[src/rtl/xxd_dl_pkg.sv]
// Shared constants and helpers for the xxd_delay_line circular-buffer delay line.
// Delay classification, clamping and read-pointer arithmetic live here.
package xxd_dl_pkg;

    localparam int unsigned XXD_WIDTH_DEF = 32'd8;
    localparam int unsigned XXD_DEPTH_DEF = 32'd256;

    typedef enum logic [1:0] {
        DLY_OK   = 2'd0,
        DLY_LOW  = 2'd1,
        DLY_HIGH = 2'd2
    } dly_range_e;

    function automatic dly_range_e classify_delay(input int unsigned req,
                                                  input int unsigned depth,
                                                  input logic        zero_ok);
        dly_range_e r;
        if (req == 32'd0) begin
            r = zero_ok ? DLY_OK : DLY_LOW;
        end else if (req > depth) begin
            r = DLY_HIGH;
        end else begin
            r = DLY_OK;
        end
        return r;
    endfunction

    // A zero result is only possible when the zero-delay pass-through is allowed.
    function automatic int unsigned clamp_delay(input int unsigned req,
                                                input int unsigned depth,
                                                input logic        zero_ok);
        int unsigned d;
        case (classify_delay(req, depth, zero_ok))
            DLY_LOW:  d = 32'd1;
            DLY_HIGH: d = depth;
            default:  d = req;
        endcase
        return d;
    endfunction

    // Slot holding sample n-D+1 when sample n is being written at wr.
    function automatic int unsigned rd_index(input int unsigned wr,
                                             input int unsigned d,
                                             input int unsigned depth);
        return (wr + depth + 32'd1 - d) % depth;
    endfunction

endpackage

[src/rtl/xxd_dl_ram.sv]
// DEPTH x WIDTH simple dual-port RAM: one write port, one registered read port.
// Contents are never cleared; the read register holds when re_i is low.
module xxd_dl_ram
    import xxd_dl_pkg::*;
#(
    parameter  int unsigned WIDTH = XXD_WIDTH_DEF,
    parameter  int unsigned DEPTH = XXD_DEPTH_DEF,
    localparam int unsigned AW    = $clog2(DEPTH)
) (
    input  logic             clk_i,
    input  logic             we_i,
    input  logic [AW-1:0]    waddr_i,
    input  logic [WIDTH-1:0] wdata_i,
    input  logic             re_i,
    input  logic [AW-1:0]    raddr_i,
    output logic [WIDTH-1:0] rdata_o
);

    logic [WIDTH-1:0] mem_q [DEPTH];
    logic [WIDTH-1:0] rdata_q;

    // Write port and synchronous read port share the single clock.
    always_ff @(posedge clk_i) begin
        if (we_i) begin
            mem_q[waddr_i] <= wdata_i;
        end
        if (re_i) begin
            rdata_q <= mem_q[raddr_i];
        end
    end

    assign rdata_o = rdata_q;

endmodule

[src/rtl/xxd_delay_line.sv]
// xxd_delay_line: WIDTH-bit, DEPTH-entry circular-buffer delay line, runtime delay 1..DEPTH.
// Optional XXD_DELAY_LINE_BYPASS_EN makes delay=0 a legal combinational pass-through.
module xxd_delay_line
    import xxd_dl_pkg::*;
#(
    parameter  int unsigned WIDTH = XXD_WIDTH_DEF,
    parameter  int unsigned DEPTH = XXD_DEPTH_DEF,
    localparam int unsigned AW    = $clog2(DEPTH)
) (
    input  logic             clk_i,
    input  logic             rst_i,
    input  logic             en_i,
    input  logic [WIDTH-1:0] din_i,
    input  logic [AW:0]      delay_i,
    output logic [WIDTH-1:0] dout_o,
    output logic             dout_valid_o,
    output logic [AW:0]      fill_o,
    output logic             delay_err_o
);

`ifdef XXD_DELAY_LINE_BYPASS_EN
    localparam logic ZERO_OK = 1'b1;
`else
    localparam logic ZERO_OK = 1'b0;
`endif

    localparam logic [AW:0]   DEPTH_V = (AW+1)'(DEPTH);
    localparam logic [AW:0]   ONE_V   = (AW+1)'(1'b1);
    localparam logic [AW:0]   ZERO_V  = {(AW+1){1'b0}};
    localparam logic [AW-1:0] PTR_INC = AW'(1'b1);

    logic [AW-1:0]    wr_ptr_q, wr_ptr_d;
    logic [AW:0]      fill_q, fill_d;
    logic [AW:0]      delay_q, delay_d;
    logic             delay_err_q, delay_err_d;
    logic             valid_q, valid_d;
    logic             fwd_sel_q, fwd_sel_d;
    logic [WIDTH-1:0] fwd_data_q, fwd_data_d;
    logic [AW:0]      fill_eff_s;
    logic [AW-1:0]    rd_addr_s;
    logic             we_s;
    logic             bypass_s;
    logic [WIDTH-1:0] ram_rdata_s;
    logic [WIDTH-1:0] dout_reg_s;

    // Next-state: a change of clamped delay flushes fill before this cycle's sample counts.
    always_comb begin
        delay_d     = (AW+1)'(clamp_delay(32'(delay_i), DEPTH, ZERO_OK));
        delay_err_d = (classify_delay(32'(delay_i), DEPTH, ZERO_OK) != DLY_OK);
        rd_addr_s   = AW'(rd_index(32'(wr_ptr_q), 32'(delay_d), DEPTH));
        we_s        = en_i & ~rst_i;
        wr_ptr_d    = wr_ptr_q;
        valid_d     = 1'b0;
        fwd_sel_d   = fwd_sel_q;
        fwd_data_d  = fwd_data_q;
        if (delay_d != delay_q) begin
            fill_eff_s = ZERO_V;
        end else begin
            fill_eff_s = fill_q;
        end
        fill_d = fill_eff_s;
        if (en_i) begin
            wr_ptr_d   = wr_ptr_q + PTR_INC;
            fill_d     = (fill_eff_s == DEPTH_V) ? fill_eff_s : fill_eff_s + ONE_V;
            valid_d    = (delay_d != ZERO_V) && ((fill_eff_s + ONE_V) >= delay_d);
            fwd_sel_d  = (delay_d == ONE_V);
            fwd_data_d = din_i;
        end else begin
            wr_ptr_d = wr_ptr_q;
        end
    end

    // State registers; reset forces the forward path so dout reads back zero.
    always_ff @(posedge clk_i) begin
        if (rst_i) begin
            wr_ptr_q    <= {AW{1'b0}};
            fill_q      <= ZERO_V;
            delay_q     <= ONE_V;
            delay_err_q <= 1'b0;
            valid_q     <= 1'b0;
            fwd_sel_q   <= 1'b1;
            fwd_data_q  <= {WIDTH{1'b0}};
        end else begin
            wr_ptr_q    <= wr_ptr_d;
            fill_q      <= fill_d;
            delay_q     <= delay_d;
            delay_err_q <= delay_err_d;
            valid_q     <= valid_d;
            fwd_sel_q   <= fwd_sel_d;
            fwd_data_q  <= fwd_data_d;
        end
    end

    xxd_dl_ram #(
        .WIDTH (WIDTH),
        .DEPTH (DEPTH)
    ) u_ram (
        .clk_i   (clk_i),
        .we_i    (we_s),
        .waddr_i (wr_ptr_q),
        .wdata_i (din_i),
        .re_i    (we_s),
        .raddr_i (rd_addr_s),
        .rdata_o (ram_rdata_s)
    );

    assign dout_reg_s = fwd_sel_q ? fwd_data_q : ram_rdata_s;

`ifdef XXD_DELAY_LINE_BYPASS_EN
    assign bypass_s = (delay_i == ZERO_V);
`else
    assign bypass_s = 1'b0;
`endif

    // Output select: pass-through only when zero delay is enabled and requested.
    always_comb begin
        if (bypass_s) begin
            dout_o       = din_i;
            dout_valid_o = en_i;
        end else begin
            dout_o       = dout_reg_s;
            dout_valid_o = valid_q;
        end
    end

    assign fill_o      = fill_q;
    assign delay_err_o = delay_err_q;

endmodule

[config.mk]
export PLATFORM = sky130hd
export DESIGN_NAME = xxd_delay_line
export DESIGN_NICKNAME = d
export VERILOG_FILES = /design/src/rtl/xxd_dl_pkg.sv /design/src/rtl/xxd_dl_ram.sv /design/src/rtl/xxd_delay_line.sv
export SDC_FILE = /design/constraint.sdc
export NUM_CORES = 2
export LEC_CHECK = 0
export ABC_AREA = 0
export CORE_MARGIN = 2
export CORE_UTILIZATION = 46
export CTS_BUF_LIST = sky130_fd_sc_hd__clkbuf_8
export DETAILED_ROUTE_END_ITERATION = 16
export GPL_TIMING_DRIVEN = 0
export PLACE_DENSITY = 0.63
export SYNTH_ARGS = -nofsm -noshare
export SYNTH_HDL_FRONTEND = slang
export SYNTH_SLANG_ARGS = --single-unit
[constraint.sdc]
create_clock -name clk_i -period 16.8 [get_ports clk_i]
set_input_delay 5.04 -clock clk_i [delete_from_list [all_inputs] [get_ports clk_i]]
set_output_delay 5.04 -clock clk_i [all_outputs]
set_load 0.01 [all_outputs]
==> summary.md <==
| Metric | Value |
|---|---|
| Run status | finished, violations left |
| Failing checks | capacitance limit, slew limit |
| Initial antenna violation count | 21 |
| Fraction of registers with async set/reset | 0% |
| Hold WS | ~500 ps |
| Synth Register Bits | between 2000 and 2500 |
| Die width | 427.1 um |
| Sink Count | between 2000 and 2500 |
| Area of the core | 178200 um^2 |
| Worst IR drop on VDD | just under 0.09 mV |
| Die extent in y | 427.1 um |
| Maximum clock rate | about 0.073 GHz |
| Final nets | 4372 |
| Placer Congestion | roughly 1.0 |
| Final Cycle Share | roughly four fifths |
| Ys flop type | edfxtp_1 |
| Syn-to-layout area delta | 11.88% |
| Filler cells | roughly 14000 |
| Setup TNS | 0 ps |
| Syn_nets | ~4000 |
| CTS H-tree lvls | 5 |
| Critical path class | primary input to register |
| Seq/Total Area, Yosys | between 70% and 80% |
| RSZ-0062 raised after global routing | no |
| Die ar. | 182400 um^2 |
| LEAKAGE | about 0.029 uW |
| Slew Viols, Final | 45 |
| Crit path time final | between 10000 and 15000 ps |
| GR Overflow Total | 0 |
| Avg Inst Size Synth | 21.01 um^2 |
| Total GRT Usage | 31.40% |
| CP endpoint kind | register |
| DRT Wirelength | about 290000 um |
| CTS clock-pin slew for the worst setup and hold paths | roughly 60 ps |
| Initial Utilization | between 40 and 50% |
| Post-Syn Area | 82330 um^2 |
| CTS tree | done |
| Clk_skew | between 90 and 100 ps |
| Syn Inst Count | 3919 |
| # rows | roughly 160 |
| First-pass GRT wire length | roughly 380000 um |
| Worst-Margin Slew | 1586 ps |
| Worst setup margin | 3181 ps |
| Hpwl dp | approximately 180000 um |
| CP max stage delay | between 1000 and 1500 ps |
| Worst slew margin | -5.724% |
| # setup viols final | 0 |
| Largest cells by area after synthesis | edfxtp_1, mux4_2, nor2_1, mux2i_1, dfxtp_1 |
| I/O Pins | 39 |
| Drt first-iter violations | about 8100 |
| Hold buffers post-CTS | 0 |
| Crit-path cells | clkdlybuf4s50_1 > nor4_1 > nand2_1 > or2_2 > inv_1 > ha_1 > buf_6 > nand2_1 > inv_1 > ha_1 > inv_1 > ha_1 > fa_1 > clkbuf_1 > clkinv_1 > a21oi_1 > clkbuf_1 > clkbuf_1 > a32oi_1 > o21ai_0 > a21oi_1 > o21ai_0 > nand4_1 |
| Routed length per instance | just over 40 um |
| Post-synth EDFFs | ~2100 |
| Pre-CTS WS | between 2000 and 3000 ps |
| Clock tree buffer depth | 4 |
| Largest net degree at the start of global routing | approximately 160 |
| Commonest cells post-synth | edfxtp_1, mux4_2, nor2_1 |
| CTS Root Buffer Type | clkbuf_8 |
| CTS Buf Count | about 350 |
| DR vias/cell | 6.584 |
| R2r setup slk | 8520 ps |
| Vias post-DR | 45590 |
| Antenna Nets Post-Route | 0 |
| Slowest stage cell, crit path | clkinv_1 |
| Critical Path AT | between 10000 and 15000 ps |
| Critical path fanouts, max | 10 |
| Drt drc | 0 |
| Maxcap violations | 8 |
| Hold Fails Final Rpt | 0 |
| Top cell type's share of synthesized area | approximately 75% |
| Synth warnings | 0 |
| Worst skew pair latency | ~1100 ps |
| Cell taking the most area after synthesis | edfxtp_1 |
| Critical path required time | roughly 17000 ps |
| Fin util | 51.68% |
| Port-buffer cells | 37 |
| Startpoint Class | primary input |
| Dominant cell by count in the synthesized netlist | edfxtp_1 |
| Vias in the first global route | 43560 |
| Power per Cell Area | ~130 nW/um^2 |
| Worst Hold Class | register to register |
| DRT Pass-1 Iters | 9 |
| Post_cts resized | 0 |
| Setup Fix Bufs, Post-CTS | 0 |
| Synth cell types | between 60 and 70 |
| Layout cell share with drive strength beyond 1 | approximately a quarter |
routing by layer:
layer  up-vias  routed length [um]  GRT usage (%)
li1      17020                   -              -
met1     23900              102800          41.22
met2      3779              123900          45.44
met3       870               40420          12.26
met4        16               18100          16.36
met5         -                 180              0
layout by cell type, fill, tap and decap left out, types with 30 or more instances in the layout:
master    instances
clkbuf_1         70
mux2i_1         101
nand3_1          35
nand2_1         195
clkinv_1         75
inv_1           131
buf_4            52
mux4_2          556
edfxtp_1       2056
buf_6            33
ha_1             30
buf_2            40
dfxtp_1          37
clkbuf_8        354
nor2_1          345
cells by family after synthesis:
| logic type | share of synthesized area [%] |
|---|---|
| adders and majority gates | 0.4802 |
| muxes | 16.71 |
| AOI/OAI and AO/OA | 1.567 |
| DFF | 75.89 |
| and+or+nand+nor | 3.311 |
| buffers and inverters | 1.672 |
| xor gates and xnor gates | 0.3708 |
sequential cells by signal, indices dropped and copies added, names as in the netlist:
name / flops
u_ram.rdata_o: 8
dout_valid_o: 1
delay_err_o: 1
delay_q: 9
fill_o: 9
wr_ptr_q: 8
fwd_data_q: 8
fwd_sel_q: 1
u_ram.mem_q: 2048
final cells by class:
class | instances | area (um^2) | area share, %
diodes | 9 | 22.52 | 0.02445
plain buffers | 228 | 1365 | 1.482
clock buffers | 354 | 4872 | 5.289
clock inverters | 235 | 1107 | 1.202
inverters | 13 | 48.80 | 0.05298
multi-input cells | 1585 | 18520 | 20.10
flip-flops and latches | 2093 | 62480 | 67.83
well taps | 2355 | 2947 | 3.199
repair buffers | 53 | 753.2 | 0.8177
per-stage QoR:
step / total power, uW / cell area (um^2) / std cells
6_report: 11930 / 92110 / 6925
2_1_floorplan: 6810 / 82330 / 3919
3_3_place_gp: 7893 / 85650 / 6311
4_1_cts: 11830 / 92080 / 6916
5_1_grt: 12110 / 92090 / 6917
3_5_place_dp: 7858 / 86110 / 6327
final timing paths:
kind	from	end	cells after the start
max	delay_i[3]	u_ram.rdata_o[2]$_DFFE_PP_	23
min	fwd_data_q[2]$_SDFFE_PP0P_	fwd_data_q[2]$_SDFFE_PP0P_	2
max reg2reg	wr_ptr_q[1]$_SDFFE_PP0P_	u_ram.rdata_o[2]$_DFFE_PP_	15
min reg2reg	fwd_data_q[2]$_SDFFE_PP0P_	fwd_data_q[2]$_SDFFE_PP0P_	2
power by group:
group	switching [uW]	internal [uW]	total, uW
Sequential	3.34	5740	5750
Combinational	1450	648	2100
Clock	2050	2030	4080
critical path: cells and delay by family:
kind / cells / cell delay (ps)
adders and majority gates: 4 / 1250
AOI/OAI and AO/OA: 5 / 1810
buffers and inverters: 9 / 4750
and+or+nand+nor: 5 / 1340
No activity file was read; power rests on OpenSTA's default activity.
